$ cat src/rtl/pipe_ctrl.sv
// Pipeline controller: merges stage stall requests, sequences exception/eret
// entry (freeze, one-cycle flush, new PC), and keeps stall perf/watchdog state.
module pipe_ctrl #(
  parameter logic [31:0] EXC_VECTOR = 32'h0000_0020,
  parameter int          TIMEOUT    = 1024,
  parameter int          TO_W       = 11
) (
  input  logic        clk,
  input  logic        rst,
  input  logic        stallreq_from_if,
  input  logic        stallreq_from_id,
  input  logic        stallreq_from_ex,
  input  logic        stallreq_from_mem,
  input  logic [31:0] excepttype_i,
  input  logic [31:0] cp0_epc_i,
  input  logic        perf_clr,
  output logic [5:0]  stall,
  output logic        flush,
  output logic [31:0] new_pc,
  output logic [31:0] stall_cycles,
  output logic        stall_timeout
);

  localparam logic [31:0]     ERET_TYPE = 32'h0000_000e;
  localparam logic [TO_W-1:0] TO_MAX    = TO_W'(TIMEOUT);

  typedef enum logic {IDLE, FLUSH} state_e;

  state_e          state_q, state_d;
  logic [31:0]     new_pc_q, new_pc_d;
  logic [31:0]     cyc_q, cyc_d;
  logic [TO_W-1:0] con_q, con_d;
  logic            to_q, to_d;
  logic [5:0]      stall_req;
  logic            exc_take, stall_inc;

  // A stalled stage also freezes every stage upstream of it.
  always_comb begin
    stall_req = 6'b000000;
    if      (stallreq_from_mem) stall_req = 6'b011111;
    else if (stallreq_from_ex)  stall_req = 6'b001111;
    else if (stallreq_from_id)  stall_req = 6'b000111;
    else if (stallreq_from_if)  stall_req = 6'b000011;
  end

  always_comb begin
    state_d   = IDLE;
    new_pc_d  = new_pc_q;
    exc_take  = (state_q == IDLE) && (excepttype_i != 32'h0);
    stall_inc = (state_q == IDLE) && (excepttype_i == 32'h0) && stall_req[0];
    stall     = 6'b000000;
    if (state_q == IDLE) begin
      stall = exc_take ? 6'b111111 : stall_req;
      if (exc_take) begin
        state_d  = FLUSH;
        new_pc_d = (excepttype_i == ERET_TYPE) ? cp0_epc_i : EXC_VECTOR;
      end
    end
    if (!rst) stall = 6'b000000;
  end

  // perf_clr dominates; both counters saturate rather than wrap.
  always_comb begin
    cyc_d = cyc_q;
    con_d = con_q;
    to_d  = to_q;
    if (perf_clr) begin
      cyc_d = 32'h0;
      con_d = '0;
      to_d  = 1'b0;
    end else begin
      if (stall_inc && cyc_q != 32'hFFFF_FFFF) cyc_d = cyc_q + 32'h1;
      if (!stall_inc)           con_d = '0;
      else if (con_q != TO_MAX) con_d = con_q + TO_W'(1);
      if (con_d == TO_MAX) to_d = 1'b1;
    end
  end

  always_ff @(posedge clk or negedge rst) begin
    if (!rst) begin
      state_q  <= IDLE;
      new_pc_q <= 32'h0;
      cyc_q    <= 32'h0;
      con_q    <= '0;
      to_q     <= 1'b0;
    end else begin
      state_q  <= state_d;
      new_pc_q <= new_pc_d;
      cyc_q    <= cyc_d;
      con_q    <= con_d;
      to_q     <= to_d;
    end
  end

  assign flush         = (state_q == FLUSH);
  assign new_pc        = new_pc_q;
  assign stall_cycles  = cyc_q;
  assign stall_timeout = to_q;

endmodule

$ cat config.mk
export PLATFORM = sky130hd
export DESIGN_NAME = pipe_ctrl
export DESIGN_NICKNAME = d
export VERILOG_FILES = /design/src/rtl/pipe_ctrl.sv
export SDC_FILE = /design/constraint.sdc
export NUM_CORES = 1
export LEC_CHECK = 0
export ABC_AREA = 1
export CORE_AREA = 3 3 94 96
export DETAILED_ROUTE_END_ITERATION = 10
export DIE_AREA = 0 0 97 99
export DONT_BUFFER_PORTS = 1
export PLACE_DENSITY = 0.69
export SLEW_MARGIN = 40
export SYNTH_ARGS = -nofsm -noshare
export SYNTH_HDL_FRONTEND = slang
export SYNTH_SLANG_ARGS = --single-unit
$ cat constraint.sdc
create_clock -name clk -period 2.2 [get_ports clk]
set_input_delay 0.44 -clock clk [delete_from_list [all_inputs] [get_ports clk]]
set_output_delay 0.44 -clock clk [all_outputs]
set_load 0.02 [all_outputs]
Word level (Yosys, flattened, before mapping):

Index checks and enable logic that the tools add are counted.

* register bits after elaboration: 77
* bits in latches: 0
* bits in writable memories: 0
* ROM bits: 0
* bits of input ports: 71
* output and inout port bits: 72
* word-level logic and storage cells: 39
* memories: 0

* add/subtract/negate cells: 2
* $mul: 0
* divide/modulo/power cells: 0
* $lt $le $gt $ge: 0
* eq/ne operators: 4
* shift-type cells: 0
* muxes and demuxes: 18
* bitwise operators: 1
* reduce and logical (&&, ||, !) cells: 9

Operators by type and width (count)
* 2-to-1 mux 32 bit: 3
* 2-to-1 mux 11 bit: 4
* adder 32 x 1 -> 32 bit (second input constant): 1
* equality test 32 x 4 -> 1 bit (second input constant): 1
* logical NOT 32 bit: 1
* inequality test 32 bit (second input constant): 1
* nonzero test 32 bit: 1
* 2-to-1 mux 6 bit: 4
* adder 11 x 1 -> 11 bit (second input constant): 1
* equality test 11 bit (second input constant): 1
* inequality test 11 bit (second input constant): 1
* logical AND 1 bit: 4
* 2-to-1 mux 1 bit: 4
* 2-to-1 mux 4 bit: 1
* nonzero test 2 bit: 2
* 2-to-1 mux 3 bit: 1
* 2-to-1 mux 2 bit: 1
* AND reduction 2 bit: 1
* inverter 1 bit: 1

Depth between registers and ports, before layout:

Gate-level depths: netlist of run 1.

* word-level depth: 10
* depth in mapped cells: 13
* depth with buffers taken out: 12

Worst setup path after synthesis of run 1:

No wires, ideal clock.

* path type: in2out
* start: input excepttype_i[7]
* end: output stall[1]
* arrival: 1764 ps
* data required time: 1760 ps
* slack: -4 ps
* stages: 9
* path buffers: 3
* cells stage by stage: nor2_1 nand2_1 nor2_1 nand2_2 nor2_8 buf_2 buf_2 a31oi_1 buf_4

* cells in the longest elaborated chain, start to end: 5

Ends and longest elaborated chain
* from (decl): line 14 `input logic [31:0] excepttype_i,`
* nonzero test 32 bit: line 49 `exc_take = (state_q == IDLE) && (excepttype_i != 32'h0);`
* logical AND 1 bit: line 49
* 2-to-1 mux 6 bit: line 53 `stall = exc_take ? 6'b111111 : stall_req;`
* 2-to-1 mux 6 bit: line 52 `if (state_q == IDLE) begin`
* 2-to-1 mux 6 bit: line 59 `if (!rst) stall = 6'b000000;`
* to (decl): line 17 `output logic [5:0] stall,`

Every way passes these cells.

Worst setup path after layout of run 1:

* start: register cyc_q[1], in the netlist stall_cycles[1]
* end: register cyc_q[10], in the netlist stall_cycles[10]

* cells in the longest elaborated chain, start to end: 3
* elaborated cells on any way between the ends: 6
* classes of those cells: add/sub: 1; eq/ne: 1; mux: 2; reduce/logical: 2

Ends and longest elaborated chain
* from (decl): line 31 `logic [31:0] cyc_q, cyc_d;`
* from (signal assigned): line 89 `cyc_q <= cyc_d;`
* adder 32 x 1 -> 32 bit / inequality test 32 bit (equally long branches): line 72 `if (stall_inc && cyc_q != 32'hFFFF_FFFF) cyc_d = cyc_q + 32'h1;`
* 2-to-1 mux 32 bit / logical AND 1 bit (equally long branches): line 72
* 2-to-1 mux 32 bit / nonzero test 2 bit (equally long branches)

Parallel ways exist; a longest one is shown, timed or not. The select of a mux whose other input is x is not followed.
A chain may end at the register's enable or synchronous reset.

==> results of run 1 <==
## final timing paths
check,start,endpoint,cells after the start
min in group clk,perf_clr,stall_timeout$_DFFE_PN0P_,1
max in group asynchronous,rst,stall_cycles[1]$_DFFE_PN0P_,0
worst min-delay path,rst,con_q[6]$_DFF_PN0_,0
worst max register to register,stall_cycles[1]$_DFFE_PN0P_,stall_cycles[10]$_DFFE_PN0P_,11
worst max-delay path,stall_cycles[1]$_DFFE_PN0P_,stall_cycles[10]$_DFFE_PN0P_,11
worst min register to register,flush$_DFF_PN0_,flush$_DFF_PN0_,1
## worst reg2reg max path, stage by stage, from the launching register on
cell and delay (ns):
dfrtp_1 0.36, ha_1 0.17, inv_1 0.07, nor3_2 0.25, nand3_1 0.24, nor3_2 0.21, a21oi_2 0.14, buf_4 0.21
nand2_1 0.08, nand2_1 0.05, nand2_1 0.06, nor2_1 0.04
## cells in the mapped netlist, types with 2 or more instances
master,n
buf_6,4
nand3_1,30
o21ai_0,37
nor3_2,3
clkbuf_1,7
nor3_1,11
buf_1,2
nor2_1,82
dfrtp_1,77
or2_2,2
buf_2,6
nand2_4,2
nor3b_1,2
ha_1,3
o21ai_1,19
a21oi_1,9
nand2_1,192
nand4_1,32
xor2_1,10
inv_2,12
inv_1,51
xnor2_1,3
nor4_1,6
nand2_2,2
## power breakdown
part	total, mW	internal, mW	switching, mW
logic	0.0573	0.0144	0.0429
registers	1.41	1.41	0.0000000567
clock network	0.974	0.414	0.560
total	2.44	1.84	0.603
## repair_timing
item / 4_1_cts / 5_1_grt
resized for setup: 0 / 0
buffers inserted: 0 / 0
hold endpoints to repair: 77 / 77
## state kept, by name, indices dropped and copies added (netlist names)
| signal | cells |
|---|---|
| stall_cycles | 32 |
| stall_timeout | 1 |
| con_q | 11 |
| flush | 1 |
| new_pc | 32 |
## routing by layer
layer,vias to the layer above,global-route usage
met4,0,0.0778
met2,174,0.449
li1,2053,-
met5,-,0
met3,24,0.0538
met1,1943,0.322
## per-stage QoR
stage               setup WS (ns)  instances  utilization  hold WS, ns
global route               0.0361        759        0.606       -0.249
finish                      0.211        759        0.606       -0.220
detailed placement          0.242        743        0.585        0.146
CTS                         0.228        759        0.606       -0.242
floorplan                  0.0599        614            -        0.144
global placement            0.279        743        0.585        0.146
## final cells by class
| cell class | count | area share |
|---|---|---|
| Tap cell | 105 | 0.0266 |
| Inverter | 63 | 0.0480 |
| Multi-Input combinational cell | 454 | 0.432 |
| Sequential cell | 77 | 0.391 |
| Timing Repair Buffer | 44 | 0.0670 |
| Clock inverter | 7 | 0.00990 |
| Clock buffer | 9 | 0.0251 |
## cells in the final DEF, fill, tap and decap left out, drive strengths merged
master / Yosys / final
dfrtp: 77 / 77
or2: 2 / 2
clkinvlp: 0 / 1
nor3: 14 / 14
clkbuf: 7 / 9
nor4: 7 / 7
inv: 63 / 65
xor2: 10 / 10
nand3: 30 / 30
nor2: 84 / 84
xnor2: 3 / 3
a31o: 1 / 1
ha: 3 / 3
clkinv: 0 / 4
nand2: 196 / 196
and2: 1 / 1
o21ai: 56 / 56
buf: 13 / 44
a31oi: 1 / 1
a21oi: 10 / 10
nand4: 32 / 32
o22a: 1 / 1
nand3b: 1 / 1
nor3b: 2 / 2
## kinds of logic after synthesis
family,share of synthesized area
AOI/OAI and AO/OA,0.0812
DFF,0.437
and+or+nand+nor,0.367
adders and majority gates,0.00852
buffers and inverters,0.0801
xor gates and xnor gates,0.0258
==> flow_summary.ini, run 1 <==
[synth]
synth_cell_type_count = 34
synth_warnings = 0
yosysTopAreaCell = dfrtp_1
syn_area_um2 = 4410
avgSynthCellArea_um2 = 7.18
ys.flop_type = dfrtp_1
ys_ff_latch = 77
async_flop_share = 1.00
netlist_instances = 614
yosysTopAreaCellShare = 0.437
synth_enable_flop_cells = 0
syn-num-nets = 688
ys_seq_area_frac = 0.437
synthTopCellsByArea = dfrtp_1 44%, nand2_1 16%, nor2_1 7.0%, nand4_1 4.5%, inv_1 4.3%

[routing]
wl_met1_um = 4920
met3WireLength_um = 856
remaining_drc_errors = 0
antenna_left = 0
first_pass_iters = 5
vias = 4194
wl_per_cell_um = 15.9
vias_per_cell = 5.53
met2_wirelength_um = 6040
drt_iter0_drc = 307
wirelength_um = 12100
topRoutingLayerUsed = met4

[global_route]
antenna_found_initial = 0
grt_start_max_net_pins = 79
grt.overflow.total = 0
grt_pass1_vias = 4142
grt_pass1_wl_um = 20200
grtUsageTotal = 0.257

[placed_design]
gp_congestion = 0.896
io_buffers = 0
dpl_cell_area_um2 = 4760
dp_hpwl_um = 9190

[sta]
hold_viol_final = 77
setup_viol = 0
fmax_ghz = 0.503
rsz0062_at_grt = no
period_share = 0.904
fin_tns_setup_ns = 0
tightest_slew_ns = 0.555
hold_ws_ns = -0.220
relSlewSlack = 0.629
finalMaxSlewViolations = 0
fin_skew_ns = 0.0136
finalCriticalPeriod_ns = 1.99

[floorplanning]
core_um2 = 8130
dieHeight_um = 99
row_count = 33
fp.dieArea_um2 = 9600
die_width_um = 97
ios = 143
start_util = 0.542

[flow_run]
max_cap_viol_count = 0

[layout]
syn_to_final_growth_pct = 11.9
multiInputGateArea_um2 = 2130
final_area_um2 = 4930
seq_area_um2 = 1930
drive_above_1_share = 0.131
fill_cells = 735
antenna_cells = 0
fin_nets = 723

[cts]
clk_pin_slew_worst_paths_ns = 0.08
htreeDepth = 3
cts.sinks = 77
clock_latency_ns = 0.35
cts_tree = built
cts.path.max_buffers = 2
ctsRootBufferMaster = clkbuf_8
numCtsBuffers = 9

[outcome]
outcome = finished, violations left
violations = negative hold slack

[setup_path]
worst-path-buf-inv = 2
cp.arrival_ns = 2.23
crit_top_cell = nand2_1
worstPathRequired_ns = 2.44
critPathLaunchType = register
crit_chain = ha_1 -> inv_1 -> nor3_2 -> nand3_1 -> nor3_2 -> a21oi_2 -> buf_4 -> nand2_1 -> nand2_1 -> nand2_1 -> nor2_1
crit_path_end_kind = register
r2r_setup_slack_ns = 0.21
critPathMaxStageDelay_ns = 0.36
slowest_stage = dfrtp_1
cp_max_fo = 10
path_delay_family = simple AND/OR/NAND/NOR gates
setup.worst_path.class = reg -> reg

[worst_hold_path]
hold_path_class = in -> async

[pwr]
peakVddDrop_uv = 258
power_mw = 2.44
leakage_nw = 2.45
p_per_area_nw_per_um2 = 496
No activity file was read; power rests on OpenSTA's default activity.
==> run 2: changes to the inputs <==
--- a/config.mk
+++ b/config.mk
@@ -6,6 +6,7 @@
 export NUM_CORES = 1
 export LEC_CHECK = 0
 export ABC_AREA = 1
+export ABC_CLOCK_PERIOD_IN_PS = 2200
 export CORE_AREA = 3 3 94 96
 export DETAILED_ROUTE_END_ITERATION = 10
 export DIE_AREA = 0 0 97 99
==> results of run 2 <==
Final layout, timing and power as in run 1 (identical DEF).
